### src/rtl/param_reg_file.sv
// param_reg_file: parametrised register file with byte-lane write strobes,
// read-before-write on simultaneous access, out-of-range address detection
// and a 1- or 2-stage read pipeline. Registers 0..NUM_EXPORT-1 are exported
// continuously for the ALU / UART / clock divider.
// Optional feature: define PARAM_REG_FILE_PARITY_EN to add one even-parity
// bit per byte lane, the Par_Err read-check output and the Par_Inject test input.
module param_reg_file #(
  parameter int DATA_WIDTH = 8,
  parameter int DEPTH      = 16,
  parameter int ADDR_WIDTH = 4,
  parameter int NUM_EXPORT = 4,
  parameter logic [NUM_EXPORT*DATA_WIDTH-1:0] RESET_IMAGE = {8'h20, 8'h81, 8'h00, 8'h00},
  parameter int RD_LATENCY = 1
) (
  input  logic                             CLK,
  input  logic                             RST,
  input  logic                             WrEn,
  input  logic                             RdEn,
  input  logic [ADDR_WIDTH-1:0]            Address,
  input  logic [DATA_WIDTH-1:0]            WrData,
  input  logic [DATA_WIDTH/8-1:0]          WrStrb,
  output logic [DATA_WIDTH-1:0]            RdData,
  output logic                             RdData_Valid,
  output logic                             Addr_Err,
`ifdef PARAM_REG_FILE_PARITY_EN
  input  logic                             Par_Inject,
  output logic                             Par_Err,
`endif
  output logic [NUM_EXPORT*DATA_WIDTH-1:0] Export_Regs
);

  localparam int LANES = DATA_WIDTH / 8;

  // Even parity per byte lane: the stored bit makes each lane+bit have an even count of ones.
  function automatic logic [LANES-1:0] lane_parity(input logic [DATA_WIDTH-1:0] w);
    logic [LANES-1:0] p;
    for (int b = 0; b < LANES; b++) p[b] = ^w[8*b +: 8];
    return p;
  endfunction

  // Full address value is used for the range check, including bits above log2(DEPTH).
  logic [31:0] addr_ext;
  logic        in_range;
  assign addr_ext = 32'(Address);
  assign in_range = (addr_ext < 32'(DEPTH));

  logic [DATA_WIDTH-1:0] mem_q   [DEPTH];
  logic [DATA_WIDTH-1:0] mem_d   [DEPTH];
  logic [DATA_WIDTH-1:0] rst_val [DEPTH];

  // Reset image: exported registers take their slice of RESET_IMAGE, the rest clear.
  for (genvar gi = 0; gi < DEPTH; gi++) begin : g_rst_val
    if (gi < NUM_EXPORT) begin : g_img
      assign rst_val[gi] = RESET_IMAGE[gi*DATA_WIDTH +: DATA_WIDTH];
    end else begin : g_zero
      assign rst_val[gi] = '0;
    end
  end

  // Exported registers are wired straight from the array, independent of read latency.
  for (genvar gi = 0; gi < NUM_EXPORT; gi++) begin : g_export
    assign Export_Regs[gi*DATA_WIDTH +: DATA_WIDTH] = mem_q[gi];
  end

  // Strobed write: only enabled lanes of the addressed in-range register change.
  always_comb begin
    for (int i = 0; i < DEPTH; i++) begin
      mem_d[i] = mem_q[i];
      if (WrEn && in_range && (addr_ext == 32'(i))) begin
        for (int b = 0; b < LANES; b++) begin
          if (WrStrb[b]) mem_d[i][8*b +: 8] = WrData[8*b +: 8];
        end
      end
    end
  end

  // Register array; reset dominates any concurrent write.
  always_ff @(posedge CLK) begin
    for (int i = 0; i < DEPTH; i++) begin
      if (RST) mem_q[i] <= rst_val[i];
      else     mem_q[i] <= mem_d[i];
    end
  end

  // Read mux on the pre-write contents; an out-of-range address matches nothing and yields 0.
  logic [DATA_WIDTH-1:0] rd_word;
  always_comb begin
    rd_word = '0;
    for (int i = 0; i < DEPTH; i++) begin
      if (addr_ext == 32'(i)) rd_word = mem_q[i];
    end
  end

`ifdef PARAM_REG_FILE_PARITY_EN
  logic [LANES-1:0] par_q   [DEPTH];
  logic [LANES-1:0] par_d   [DEPTH];
  logic [LANES-1:0] wr_par;
  logic [LANES-1:0] rd_par;
  assign wr_par = lane_parity(WrData) ^ {LANES{Par_Inject}};

  // Parity bits follow the same strobed write as the data lanes they cover.
  always_comb begin
    rd_par = '0;
    for (int i = 0; i < DEPTH; i++) begin
      par_d[i] = par_q[i];
      if (addr_ext == 32'(i)) rd_par = par_q[i];
      if (WrEn && in_range && (addr_ext == 32'(i))) begin
        for (int b = 0; b < LANES; b++) begin
          if (WrStrb[b]) par_d[i][b] = wr_par[b];
        end
      end
    end
  end

  // Parity storage; reset values carry correct parity.
  always_ff @(posedge CLK) begin
    for (int i = 0; i < DEPTH; i++) begin
      if (RST) par_q[i] <= lane_parity(rst_val[i]);
      else     par_q[i] <= par_d[i];
    end
  end
`endif

  // First response stage: one slot per request, RdData held between reads.
  logic                  s1_valid_q, s1_valid_d;
  logic                  s1_err_q,   s1_err_d;
  logic [DATA_WIDTH-1:0] s1_data_q,  s1_data_d;
`ifdef PARAM_REG_FILE_PARITY_EN
  logic                  s1_perr_q,  s1_perr_d;
`endif

  // Next-state for the first stage; errored read and write share one Addr_Err pulse.
  always_comb begin
    s1_valid_d = RdEn;
    s1_err_d   = (RdEn || WrEn) && !in_range;
    s1_data_d  = RdEn ? rd_word : s1_data_q;
`ifdef PARAM_REG_FILE_PARITY_EN
    s1_perr_d  = RdEn && in_range && (lane_parity(rd_word) != rd_par);
`endif
  end

  // First stage flops; reset flushes anything in flight.
  always_ff @(posedge CLK) begin
    if (RST) begin
      s1_valid_q <= 1'b0;
      s1_err_q   <= 1'b0;
      s1_data_q  <= '0;
`ifdef PARAM_REG_FILE_PARITY_EN
      s1_perr_q  <= 1'b0;
`endif
    end else begin
      s1_valid_q <= s1_valid_d;
      s1_err_q   <= s1_err_d;
      s1_data_q  <= s1_data_d;
`ifdef PARAM_REG_FILE_PARITY_EN
      s1_perr_q  <= s1_perr_d;
`endif
    end
  end

  if (RD_LATENCY == 2) begin : g_lat2
    logic                  s2_valid_q, s2_valid_d;
    logic                  s2_err_q,   s2_err_d;
    logic [DATA_WIDTH-1:0] s2_data_q,  s2_data_d;
`ifdef PARAM_REG_FILE_PARITY_EN
    logic                  s2_perr_q,  s2_perr_d;
`endif

    // Second stage forwards the slot and captures data only on a valid response.
    always_comb begin
      s2_valid_d = s1_valid_q;
      s2_err_d   = s1_err_q;
      s2_data_d  = s1_valid_q ? s1_data_q : s2_data_q;
`ifdef PARAM_REG_FILE_PARITY_EN
      s2_perr_d  = s1_perr_q;
`endif
    end

    // Second stage flops; reset flushes it as well.
    always_ff @(posedge CLK) begin
      if (RST) begin
        s2_valid_q <= 1'b0;
        s2_err_q   <= 1'b0;
        s2_data_q  <= '0;
`ifdef PARAM_REG_FILE_PARITY_EN
        s2_perr_q  <= 1'b0;
`endif
      end else begin
        s2_valid_q <= s2_valid_d;
        s2_err_q   <= s2_err_d;
        s2_data_q  <= s2_data_d;
`ifdef PARAM_REG_FILE_PARITY_EN
        s2_perr_q  <= s2_perr_d;
`endif
      end
    end

    assign RdData       = s2_data_q;
    assign RdData_Valid = s2_valid_q;
    assign Addr_Err     = s2_err_q;
`ifdef PARAM_REG_FILE_PARITY_EN
    assign Par_Err      = s2_perr_q;
`endif
  end else begin : g_lat1
    assign RdData       = s1_data_q;
    assign RdData_Valid = s1_valid_q;
    assign Addr_Err     = s1_err_q;
`ifdef PARAM_REG_FILE_PARITY_EN
    assign Par_Err      = s1_perr_q;
`endif
  end

endmodule

### config.mk
export PLATFORM = sky130hd
export DESIGN_NAME = param_reg_file
export DESIGN_NICKNAME = d
export VERILOG_FILES = /design/src/rtl/param_reg_file.sv
export SDC_FILE = /design/constraint.sdc
export NUM_CORES = 1
export LEC_CHECK = 0
export BUFFER_PORTS_ARGS = -buffer_cell sky130_fd_sc_hd__buf_2
export CORE_MARGIN = 3
export CORE_UTILIZATION = 40
export CTS_CLUSTER_SIZE = 10
export DETAILED_ROUTE_END_ITERATION = 10
export GPL_ROUTABILITY_DRIVEN = 0
export PLACE_DENSITY_LB_ADDON = 0.3
export SYNTH_ARGS = -nofsm -noshare
export SYNTH_HDL_FRONTEND = slang
export SYNTH_SLANG_ARGS = --single-unit
### constraint.sdc
create_clock -name CLK -period 2.1 [get_ports CLK]
set_input_delay 0.315 -clock CLK [delete_from_list [all_inputs] [get_ports CLK]]
set_output_delay 0.315 -clock CLK [all_outputs]
set_load 0.02 [all_outputs]
==> impl_metrics.csv, run 1 <==
group,metric,value,unit
synth,synth_cell_types,53,
die,initial_core_util,0.414,
pwr,power.switching,0.00149,W
synth,ys_async_sr_fraction,0,
drt,drtIter0Drc,569,
clock_network,cts.path.max_buffers,2,
grt,antenna_found_initial,0,
outcome,status,"finished clean",
setup_path,timing_worst_setup_path_type,"in2reg",
flow_run,drv_cap,0,
min_path,holdPathStages,2,
clock_network,clk_pin_slew,0.06,ns
synth,syn_nets,778,
setup_path,end_kind,"register",
pwr,power_density,849,nW/um2
synth,ys_warn_count,0,
die,die_h,135,um
synth,ys_seq_area_frac,0.413,
clock_network,post_cts_buffers,0,
clock_network,hold_buffers,0,
drt,drt-total-wl,19200,um
sta,fin_crit,1.80,ns
drt,drtPass1Iterations,5,
placed_design,placed_area,6970,um2
clock_network,clk_latency,0.41,ns
pwr,p_sw_frac,0.230,
synth,synthesis.instances,761,
sta,fin_crit_sh,0.858,
sta,hold_violations,0,
cells_and_area,nFillCells,1519,
sta,tns,0,ns
drt,via_count,5620,
cells_and_area,layout_common_cells,"dfxtp_1 (137), nor2_1 (97), mux2i_1 (82)",
placed_design,dp_hpwl,13000,um
setup_path,cp.required,2.39,ns
setup_path,r2r_cells,5,
placed_design,portBuffers,57,
setup_path,path_max_fanout,31,
setup_path,reg2reg_from,"mem_q[1][37]$_SDFFE_PP0P_",
drt,routedWlPerCell,19.1,um
die,boundaryPins,59,
clock_network,cts_buffers,17,
clock_network,cts_tree,"yes",
min_path,min-delay-start,"RST",
pwr,seq_power_share,0.408,
setup_path,arrival,2.09,ns
synth,yosys_register_bits,137,
drt,detail_route.drc_violations,0,
placed_design,dp.cells,976,
cells_and_area,nets,796,
grt,grt_use_total,0.212,
die,die-area,18200,um2
grt,grt_start_max_net_pins,63,
pwr,power_frac_comb,0.080,
synth,synth_top_flop_cell,"dfxtp_1",
cells_and_area,stdcell_area,7630,um2
sta,finalSetupViolCount,0,
drt,ant_nets,0,
die,core,16100,um2
synth,synth.avg_cell_area,8.73,um2
grt,grt_pass1_vias,5172,
cells_and_area,layout_commonest_cell,"dfxtp_1",
setup_path,start_kind,"input port",
clock_network,clkSinkCount,137,
drt,detail_route.vias_per_cell,5.58,
clock_network,cts_resized,0,
sta,clock.fmax,0.555,GHz
grt,grt_overflow_total,0,
setup_path,rrSetupSlack,0.50,ns
cells_and_area,antenna_cells,0,
pwr,pwr-share-clk,0.512,
sta,drv_slew,0,
clock_network,root_buffer,"clkbuf_16",
pwr,internal_power,0.00499,W
min_path,worstHoldPathType,"in2reg",
cells_and_area,drive_above_1_share,0.197,
cells_and_area,stdcell_count,1007,
sta,rsz0062_at_grt,"no",
min_path,min_to,"mem_q[0][39]$_SDFFE_PP0P_",
pwr,finalPower,0.00648,W
die,die_w,135,um
clock_network,cts_max_level,4,
pwr,ir_drop,0.000594,V
synth,syn_area,6640,um2
synth,synth_edf_count,0,
pwr,power.leakage,2.97,nW
sta,fin_skew,0.00458,ns
cells_and_area,area_growth,14.9,%
setup_path,r2r-end,"RdData[5]$_SDFFE_PP0P_",
die,rows,46,
grt,grt_pass1_wl,29900,um
[cell families (layout without fill, tap and decap cells)]
kind of cell           Yosys count  count (layout)  synth area share
AO/OA/AOI/OAI                  177             177             0.153
buffers and inverters           97             127            0.0829
flip-flops                     137             137             0.413
multiplexers                    99              99             0.169
other                            1               1          0.000564
AND/OR/NAND/NOR                250             250             0.182
[critical path, cell delays in order]
cell      delay (ns)
buf_2           0.25
buf_12          0.25
mux2_2          0.35
a221oi_1        0.36
nand2_1         0.16
a21oi_1         0.28
a21oi_1         0.11
[metal layers]
metal	part of all wire	vias up	track usage
met5	0	-	0
li1	-	2669	-
met2	0.45	237	0.314
met3	0.075	22	0.0525
met1	0.47	2692	0.304
met4	0.014	0	0.0667
[power groups by stage]
stage / sequential, W / clock (W) / combinational [W]
2_1_floorplan: 0.00271 / 0 / 0.000323
3_5_place_dp: 0.00270 / 0 / 0.000506
6_report: 0.00265 / 0.00332 / 0.000515
3_3_place_gp: 0.00270 / 0 / 0.000508
5_1_grt: 0.00265 / 0.00346 / 0.000552
4_1_cts: 0.00265 / 0.00337 / 0.000508
[flip-flops by register name, summed over array words and instances (netlist names)]
register / cells
RdData: 8
RdData_Valid: 1
mem_q: 128
[worst max-delay path by stage]
stage,startpoint,slack [ns],to,cells after the start
after floorplan,Address[1],0.52,RdData[7]$_SDFFE_PP0P_,7
after global placement,Address[0],-0.006,RdData[5]$_SDFFE_PP0P_,7
after detailed placement,Address[0],-0.02,RdData[5]$_SDFFE_PP0P_,7
after CTS,Address[0],0.41,RdData[5]$_SDFFE_PP0P_,7
after global routing,Address[1],0.31,RdData[5]$_SDFFE_PP0P_,8
final,Address[0],0.30,RdData[5]$_SDFFE_PP0P_,7
[stage by stage]
stage                     utilization  hold WS [ns]  setup WS (ns)
after global routing            0.475         0.266          0.306
after global placement          0.434         0.463       -0.00600
final                           0.475         0.276          0.299
after floorplan                     -         0.410          0.519
after CTS                       0.475         0.254          0.411
after detailed placement        0.434         0.467        -0.0217
[cell usage after synthesis, types with 6 or more instances]
library cell,n,area share
buf_2,19,0.014
nand3_1,24,0.018
a21oi_1,74,0.056
nor2_1,97,0.055
o22ai_1,7,0.0066
o21ai_0,55,0.041
nand2_1,78,0.044
mux2i_1,82,0.12
nand2b_1,6,0.0057
mux4_2,10,0.034
dfxtp_1,137,0.41
buf_4,39,0.044
clkbuf_1,30,0.017
a22oi_1,6,0.0068
mux2_2,7,0.012
nor2_4,6,0.010
[layout make-up]
type                            instances  area (um2)  area share
Multi-Input combinational cell        527        3350       0.439
Clock buffer                           21         470      0.0616
Clock inverter                         10         191      0.0251
Tap cell                              216         270      0.0354
Sequential cell                       137        2740       0.359
Timing Repair Buffer                   90         586      0.0767
Inverter                                6        22.5     0.00295
Power figures use the tool's default switching activity.
==> run 2: changes to the inputs <==
Settings changed: MAX_ROUTING_LAYER from default to met4.
==> impl_metrics.csv, run 2 (synthesized netlist as in run 1, its figures left out) <==
group,metric,value,unit
cells_and_area,nFillCells,1519,
sta,clock.fmax,0.562,GHz
cells_and_area,stdcell_count,1007,
sta,relSlewSlack,0.658,
drt,drtIter0Drc,594,
placed_design,portBuffers,57,
grt,grt_start_max_net_pins,63,
die,core,16100,um2
pwr,ir_drop,0.000599,V
clock_network,clkSinkCount,137,
setup_path,timing_worst_setup_path_type,"in2reg",
setup_path,arrival,2.07,ns
clock_network,hold_buffers,0,
min_path,worstHoldPathType,"in2reg",
cells_and_area,layout_common_cells,"dfxtp_1 (137), nor2_1 (97), mux2i_1 (82)",
setup_path,path_max_fanout,31,
die,boundaryPins,59,
sta,fin_crit,1.78,ns
pwr,power.leakage,2.97,nW
clock_network,cts_max_level,4,
grt,antenna_found_initial,0,
die,die_h,135,um
clock_network,clk_pin_slew,0.06,ns
placed_design,dp.cells,976,
drt,detail_route.vias_per_cell,5.59,
clock_network,cts.path.max_buffers,2,
die,initial_core_util,0.414,
clock_network,post_cts_buffers,0,
die,rows,46,
cells_and_area,regMostFlops,"mem_q",
drt,detail_route.drc_violations,0,
grt,grt_pass1_wl,29900,um
cells_and_area,multi_input_area,3350,um2
flow_run,drv_cap,0,
cells_and_area,largest_reg_flops,128,
setup_path,start_kind,"input port",
clock_network,clk_latency,0.42,ns
sta,rsz0062_at_grt,"no",
drt,drt-total-wl,19200,um
setup_path,end_kind,"register",
drt,via_count,5628,
placed_design,dp_hpwl,13000,um
sta,drv_slew,0,
clock_network,cts_resized,0,
setup_path,cp.required,2.40,ns
cells_and_area,nets,796,
cells_and_area,final_util,0.475,
sta,worst_slew_pin_slew,0.513,ns
die,die_w,135,um
die,die-area,18200,um2
drt,ant_nets,0,
cells_and_area,seq_area,2740,um2
sta,fin_skew,0.00583,ns
clock_network,root_buffer,"clkbuf_16",
outcome,status,"finished clean",
grt,grt_pass1_vias,5175,
cells_and_area,drive_above_1_share,0.197,
cells_and_area,area_growth,14.9,%
sta,hold_violations,0,
cells_and_area,antenna_cells,0,
cells_and_area,layout_commonest_cell,"dfxtp_1",
clock_network,cts_tree,"yes",
drt,drtPass1Iterations,5,
sta,fin_crit_sh,0.847,
drt,routedWlPerCell,19.0,um
sta,finalSetupViolCount,0,
grt,grt_overflow_total,0,
pwr,power_density,849,nW/um2
clock_network,cts_buffers,17,
grt,grt_use_total,0.218,
run 2: cell counts in the layout (fill, tap and decap cells not counted):
Identical to the previous run, type by type.
run 2: final cells by class:
type | instances | area share
inverters | 6 | 0.00295
multi-input cells | 527 | 0.439
clock buffers | 21 | 0.0616
repair buffers | 90 | 0.0767
well taps | 216 | 0.0354
flip-flops and latches | 137 | 0.359
clock inverters | 10 | 0.0251
run 2: metrics by stage:
step           instance area, um2  hold slack (ns)  total power (W)  setup TNS (ns)  setup WS (ns)
2_1_floorplan                6640            0.410          0.00303               0          0.519
3_3_place_gp                 6970            0.463          0.00321        -0.00769       -0.00600
3_5_place_dp                 6970            0.467          0.00321         -0.0217        -0.0217
4_1_cts                      7630            0.254          0.00653               0          0.411
5_1_grt                      7630            0.269          0.00666               0          0.301
6_report                     7630            0.267          0.00648               0          0.321
run 2: path summary, 6_finish.rpt:
check | start | to | slack (ns) | cells past startpoint
worst max-delay path | Address[0] | RdData[5]$_SDFFE_PP0P_ | 0.32 | 7
worst min-delay path | RST | mem_q[0][38]$_SDFFE_PP0P_ | 0.27 | 2
worst max register to register | mem_q[1][45]$_SDFFE_PP0P_ | RdData[5]$_SDFFE_PP0P_ | 0.52 | 5
worst min register to register | mem_q[0][2]$_SDFFE_PP0P_ | mem_q[0][2]$_SDFFE_PP0P_ | 0.47 | 2
run 2: where the power goes:
part           switching, W  internal, W
clock               0.00112      0.00220
combinational      0.000353     0.000162
sequential        0.0000196      0.00263
total               0.00149      0.00499
run 2: metal layers:
metal,routed length (um),global-route usage,vias to the layer above
met5,0,-,-
met4,318,0.0684,0
met3,1460,0.0488,25
met2,8440,0.315,231
met1,8950,0.304,2704
li1,-,-,2668
run 2: worst max-delay path: stages:
cell,delay [ns]
buf_2,0.25
buf_12,0.25
mux2_2,0.35
a221oi_1,0.35
nand2_1,0.16
a21oi_1,0.28
a21oi_1,0.11
